--- src/rtl/cla_pipe_addsub.sv ---
// -----------------------------------------------------------------------------
// cla_pipe_addsub
//
// Pipelined WIDTH-bit add/subtract unit built from 4-bit carry look-ahead
// groups. Each pipeline stage evaluates GROUPS_PER_STAGE groups. Inside a
// stage the carry ripples from group to group. The carry out of a stage is
// registered for the next stage. Upper operand slices travel forward in
// skew registers. Finished lower sum slices travel forward in alignment
// registers. The handshake is valid/ready with full backpressure and
// sustains one beat per cycle.
//
// Latency: LAT = ceil((WIDTH/4) / GROUPS_PER_STAGE) cycles from accept to
// out_valid.
//
// Optional build macro: CLA_PIPE_SAT_EN. When it is defined, the module
// adds a "sat" input. When sat=1 and the result overflows, sum is clamped
// to the signed extreme.
//
// Ports:
//   clk        clock, rising edge
//   rst        synchronous reset, active-high
//   in_valid   operand beat valid
//   in_ready   stage 0 can accept a beat (combinational from out_ready)
//   a, b       operands, WIDTH bits
//   carry_in   carry in (borrow chain on subtract)
//   sub        0 = add, 1 = subtract
//   sat        (CLA_PIPE_SAT_EN only) clamp sum on signed overflow
//   out_valid  result valid
//   out_ready  downstream accepts result
//   sum        result, WIDTH bits
//   carry_out  carry from the MSB group (1 = no borrow on subtract)
//   overflow   two's-complement signed overflow
// -----------------------------------------------------------------------------
module cla_pipe_addsub #(
   parameter int WIDTH            = 16,
   parameter int GROUPS_PER_STAGE = 1
) (
   input  logic             clk,
   input  logic             rst,
   input  logic             in_valid,
   output logic             in_ready,
   input  logic [WIDTH-1:0] a,
   input  logic [WIDTH-1:0] b,
   input  logic             carry_in,
   input  logic             sub,
`ifdef CLA_PIPE_SAT_EN
   input  logic             sat,
`endif
   output logic             out_valid,
   input  logic             out_ready,
   output logic [WIDTH-1:0] sum,
   output logic             carry_out,
   output logic             overflow
);

   localparam int NG  = WIDTH / 4;
   localparam int GPS = GROUPS_PER_STAGE;
   localparam int LAT = (NG + GPS - 1) / GPS;

   localparam logic signed [WIDTH-1:0] MAX_POS = {1'b0, {(WIDTH-1){1'b1}}};
   localparam logic signed [WIDTH-1:0] MIN_NEG = {1'b1, {(WIDTH-1){1'b0}}};

   if ((WIDTH % 4) != 0 || WIDTH < 4) begin : g_bad_width
      $error("cla_pipe_addsub: WIDTH must be a multiple of 4 and at least 4");
   end
   if (GROUPS_PER_STAGE < 1) begin : g_bad_gps
      $error("cla_pipe_addsub: GROUPS_PER_STAGE must be at least 1");
   end

   // One 4-bit look-ahead group. Generate is a&b and propagate is a|b, so
   // the sum bits must use a^b rather than p.
   function automatic logic [4:0] cla4(input logic [3:0] x,
                                       input logic [3:0] y,
                                       input logic       c0);
      logic [3:0] g, p;
      logic       c1, c2, c3, c4;
      g  = x & y;
      p  = x | y;
      c1 = g[0] | (p[0] & c0);
      c2 = g[1] | (p[1] & g[0]) | (p[1] & p[0] & c0);
      c3 = g[2] | (p[2] & g[1]) | (p[2] & p[1] & g[0]) | (p[2] & p[1] & p[0] & c0);
      c4 = g[3] | (p[3] & g[2]) | (p[3] & p[2] & g[1]) | (p[3] & p[2] & p[1] & g[0])
                | (p[3] & p[2] & p[1] & p[0] & c0);
      return {c4, x ^ y ^ {c3, c2, c1, c0}};
   endfunction

   // The clamp direction follows the sign of a. Signed overflow only happens
   // when both addends share that sign.
   function automatic logic [WIDTH-1:0] saturate(input logic [WIDTH-1:0] s,
                                                 input logic             a_neg,
                                                 input logic             clamp);
      if (!clamp)
         return s;
      return a_neg ? MIN_NEG : MAX_POS;
   endfunction

   logic                 sat_i;
`ifdef CLA_PIPE_SAT_EN
   assign sat_i = sat;
`else
   assign sat_i = 1'b0;
`endif

   // Control: stage valid bits, load enables, and incoming valid per stage.
   logic [LAT-1:0]   vld_p;
   logic [LAT-1:0]   ld;
   logic [LAT-1:0]   vin;

   // Skew/alignment registers between stages (entry k = output of stage k).
   logic [WIDTH-1:0] a_p   [LAT];
   logic [WIDTH-1:0] b_p   [LAT];
   logic [WIDTH-1:0] s_p   [LAT];
   logic             c_p   [LAT];
   logic             sat_p [LAT];

   // Per-stage inputs (muxed from ports or previous stage) and next values.
   logic [WIDTH-1:0] a_in  [LAT];
   logic [WIDTH-1:0] b_in  [LAT];
   logic [WIDTH-1:0] s_in  [LAT];
   logic             c_in  [LAT];
   logic             sat_in[LAT];
   logic [WIDTH-1:0] a_n   [LAT];
   logic [WIDTH-1:0] b_n   [LAT];
   logic [WIDTH-1:0] s_n   [LAT];
   logic             c_n   [LAT];
   logic             sat_n [LAT];

   logic             ovf_n;
   logic [WIDTH-1:0] sum_n;

   logic [WIDTH-1:0] sum_r;
   logic             co_r;
   logic             ovf_r;

   // A stage may load when it is empty or when the stage after it loads.
   // The chain ends at out_ready, so a full pipe still accepts a new beat
   // in the same cycle that the last stage is emitted.
   always_comb begin
      logic acc;
      acc = out_ready;
      for (int k = LAT - 1; k >= 0; k--) begin
         acc   = !vld_p[k] || acc;
         ld[k] = acc;
      end
   end

   assign in_ready = ld[0];

   always_comb begin
      vin[0] = in_valid;
      for (int k = 1; k < LAT; k++)
         vin[k] = vld_p[k-1];
   end

   always_comb begin
      a_in[0]   = a;
      b_in[0]   = b ^ {WIDTH{sub}};
      c_in[0]   = carry_in ^ sub;
      s_in[0]   = '0;
      sat_in[0] = sat_i;
      for (int k = 1; k < LAT; k++) begin
         a_in[k]   = a_p[k-1];
         b_in[k]   = b_p[k-1];
         c_in[k]   = c_p[k-1];
         s_in[k]   = s_p[k-1];
         sat_in[k] = sat_p[k-1];
      end
   end

   // Each stage covers groups k*GPS upward. The last stage may hold fewer
   // groups than GPS.
   always_comb begin
      for (int k = 0; k < LAT; k++) begin
         logic [WIDTH-1:0] si;
         logic             ci;
         logic [4:0]       grp;
         int               gi;
         si  = s_in[k];
         ci  = c_in[k];
         grp = '0;
         gi  = 0;
         for (int j = 0; j < GPS; j++) begin
            gi = k * GPS + j;
            if (gi < NG) begin
               grp            = cla4(a_in[k][4*gi +: 4], b_in[k][4*gi +: 4], ci);
               si[4*gi +: 4]  = grp[3:0];
               ci             = grp[4];
            end
         end
         a_n[k]   = a_in[k];
         b_n[k]   = b_in[k];
         s_n[k]   = si;
         c_n[k]   = ci;
         sat_n[k] = sat_in[k];
      end
   end

   always_comb begin
      ovf_n = (a_n[LAT-1][WIDTH-1] == b_n[LAT-1][WIDTH-1]) &&
              (s_n[LAT-1][WIDTH-1] != a_n[LAT-1][WIDTH-1]);
      sum_n = saturate(s_n[LAT-1], a_n[LAT-1][WIDTH-1], sat_n[LAT-1] && ovf_n);
   end

   // ---- stage boundaries: valid bits and output register ----
   always_ff @(posedge clk) begin
      if (rst) begin
         vld_p <= '0;
         sum_r <= '0;
         co_r  <= 1'b0;
         ovf_r <= 1'b0;
      end else begin
         for (int k = 0; k < LAT; k++)
            if (ld[k])
               vld_p[k] <= vin[k];
         if (ld[LAT-1] && vin[LAT-1]) begin
            sum_r <= sum_n;
            co_r  <= c_n[LAT-1];
            ovf_r <= ovf_n;
         end
      end
   end

   // ---- stage boundaries: skew/alignment data (no reset needed) ----
   always_ff @(posedge clk) begin
      for (int k = 0; k < LAT - 1; k++) begin
         if (ld[k] && vin[k]) begin
            a_p[k]   <= a_n[k];
            b_p[k]   <= b_n[k];
            s_p[k]   <= s_n[k];
            c_p[k]   <= c_n[k];
            sat_p[k] <= sat_n[k];
         end
      end
   end

   assign out_valid = vld_p[LAT-1];
   assign sum       = sum_r;
   assign carry_out = co_r;
   assign overflow  = ovf_r;

endmodule

--- config.mk ---
export PLATFORM = sky130hd
export DESIGN_NAME = cla_pipe_addsub
export DESIGN_NICKNAME = d
export VERILOG_FILES = /design/src/rtl/cla_pipe_addsub.sv
export SDC_FILE = /design/constraint.sdc
export NUM_CORES = 1
export LEC_CHECK = 0
export ABC_CLOCK_PERIOD_IN_PS = 4750
export BUFFER_PORTS_ARGS = -buffer_cell sky130_fd_sc_hd__buf_2
export CAP_MARGIN = 10
export CELL_PAD_IN_SITES_DETAIL_PLACEMENT = 1
export CELL_PAD_IN_SITES_GLOBAL_PLACEMENT = 1
export CORE_ASPECT_RATIO = 1.2
export CORE_MARGIN = 3
export CORE_UTILIZATION = 50
export DETAILED_ROUTE_END_ITERATION = 10
export PLACE_DENSITY = 0.84
export SYNTH_ARGS = -nofsm -noshare
export SYNTH_HDL_FRONTEND = slang
export SYNTH_SLANG_ARGS = --single-unit
--- constraint.sdc ---
create_clock -name clk -period 4.75 [get_ports clk]
set_input_delay 1.1875 -clock clk [delete_from_list [all_inputs] [get_ports clk]]
set_output_delay 1.1875 -clock clk [all_outputs]
set_load 0.03 [all_outputs]
==> metrics.txt <==
Fin. Hold Viols=0; H-tree depth=3; fill count=803; synth unique cells=35; clock skew=0.0146 ns; top post-synthesis cells by area=edfxtp_1 (54%), dfxtp_1 (11%), ha_1 (9.6%), inv_1 (4.3%), xor2_1 (3.4%); EDFF count, synth=75; GPL Wtd Cong=0.763; slowest CP cell=nor2_1; initial antenna violation count=0; max_cap viols=0; Largest delay share family, worst path=simple AND/OR/NAND/NOR gates; vias in the first global route=2,694; CTS Buf Count=9; post-route cell area=4750 um2; Area Overhead vs Synth=13.7%; count of hold-fix buffers inserted at cts=0; Post-DP Area=4570 um2; worst rel slew slack=28.1%; Die Y-Extent=106 um; flops & latches, synth=97; CP Max Fanout=6; detailed placement HPWL=5800 um; setup tns final=0 ns; Peak VDD IR=0.190 mV; register area share after synthesis=64.4%; CP required=3.56 ns; most common cell in the netlist=edfxtp_1; CTS max path bufs=2; Mapped Area=4180 um2; CP bufs+invs=2; Placed Cells=461; Resize count post-CTS=0; Yosys top cell area share=53.9%; Port Buffer Count=57; vias per cell=5.12; highest clock rate=0.305 GHz; Setup crit start kind=input port; CTS tree=yes; Synth warnings=0; most frequent cells after synthesis=edfxtp_1 (75), inv_1 (48), ha_1 (32), nand2_1 (30), dfxtp_1 (22); synthesized instance count=319; via count=2,444; Post-CTS Setup Bufs=0; post-route minimum period=3.28 ns; DRT iter0 DRCs=70; Final Setup Violations=0; # DRC=0; Static Leak=2.02 nW; pin slew with the least headroom to its limit=1.08 ns; worst min path class=register to register; final hold slack=0.419 ns; DIE AREA=9500 um2; CP Capture Type=output port; Final Non-Filler Cells=477; drt pass-1 iters=4; row count=35; Final Util=60.3%; Synth async-reset ratio=0%; CP cell instances=buf_2 -> nor2_1 -> nand3_1 -> buf_2; Horiz. Die Dim=89.5 um; fin crit share=69.1%; PwrDens=345 nW/um2; Detail Route Antenna Nets=0; Avg Synthesized Cell Area=13.1 um2; status=finished clean; CP peak stage delay=0.44 ns; Worst EP arrival=2.10 ns; setup ws final=1.47 ns; gr ovfl total=0; # diodes=0; final max-slew violation count=0; first-pass GRT wire length=12,500 um; Core Region=7880 um2; largest net degree at the start of global routing=30; crit-path most repeated cell=buf_2; initial core utilization=53.0%; CTS sink count=97; Synth area leader=edfxtp_1; WS Path Type=input port to output port; Power Total=1.64 mW; final WL=7680 um; Clock Latency Late Sink=0.36 ns; share of cells above drive strength 1=20.5%; RSZ-0062 raised after global routing=false; Worst-path clk slew=0.10 ns; IO Count=58; DP Worst Slack=1.47 ns; Root Driver=clkbuf_8; GR Util All Layers=17.7%; Final nets=454; drt wl/cell=16.1 um; top_reg_cell synth=edfxtp_1; syn_nets=393
-- cell usage in the layout, fill, tap and decap left out, types with 2 or more instances in the layout --
| cell | netlist | layout |
|---|---|---|
| a21oi_1 | 21 | 21 |
| o211ai_1 | 3 | 3 |
| and2_1 | 2 | 2 |
| edfxtp_1 | 75 | 75 |
| o211a_1 | 2 | 2 |
| clkinvlp_4 | 0 | 2 |
| xnor2_1 | 8 | 8 |
| nand3_1 | 2 | 2 |
| clkbuf_8 | 0 | 9 |
| o21ai_0 | 3 | 3 |
| nor2b_1 | 3 | 2 |
| xor2_1 | 16 | 16 |
| fa_1 | 4 | 4 |
| a211oi_1 | 4 | 4 |
| ha_1 | 32 | 32 |
| inv_1 | 48 | 48 |
| dfxtp_1 | 22 | 22 |
| nand2b_1 | 6 | 6 |
| nor2_1 | 13 | 13 |
| inv_6 | 0 | 2 |
| nand3b_1 | 3 | 3 |
| buf_2 | 2 | 57 |
| nand2_1 | 30 | 30 |
| clkinv_4 | 0 | 2 |
-- cell type report --
type                    instances  area [um2]  area share (%)
repair buffers                 58         293            6.16
flip-flops and latches         97        2690            56.6
clock inverters                 7        61.3            1.29
clock buffers                   9         124            2.61
well taps                      92         115            2.42
inverters                      48         180            3.79
multi-input cells             166        1290            27.1
-- sequential cells by signal (all words and copies together), names as in the netlist --
signal and cells:
a_p 24, carry_out 1, c_p 3, b_p 24
overflow 1, s_p 24, vld_p 4, sum 16
-- final timing paths --
check	startpoint	cells past startpoint	endpoint	slack (ns)
setup reg to reg	a_p[0][44]	6	overflow	2.80
setup / recovery	out_ready	4	in_ready	1.47
hold reg to reg	a_p[0][30]	0	a_p[0][46]	0.42
hold / removal	a_p[0][30]	0	a_p[0][46]	0.42
-- where the power goes --
group	total, mW	internal [mW]	switching, mW
Sequential	0.990	0.972	0.0177
Clock	0.501	0.199	0.301
Combinational	0.149	0.0619	0.0866
Total	1.64	1.23	0.406
-- metal layers --
metal	share of wire [%]	vias up	track usage (%)	routed length, um
met4	2.2	0	7.23	166
li1	-	1189	-	-
met5	0	-	0	0
met2	54	65	32.3	4160
met3	3.8	14	3.95	292
met1	40	1176	19.3	3070
-- cell families after synthesis --
| group | synth area share [%] |
|---|---|
| AND/OR/NAND/NOR | 6.94 |
| adder cells (fa/ha/maj) | 11.5 |
| flip-flops | 64.4 |
| AO/OA/AOI/OAI | 6.47 |
| XOR/XNOR | 5.42 |
| buffers and inverters | 5.27 |
Note: power is estimated with default switching activity, not from simulation.
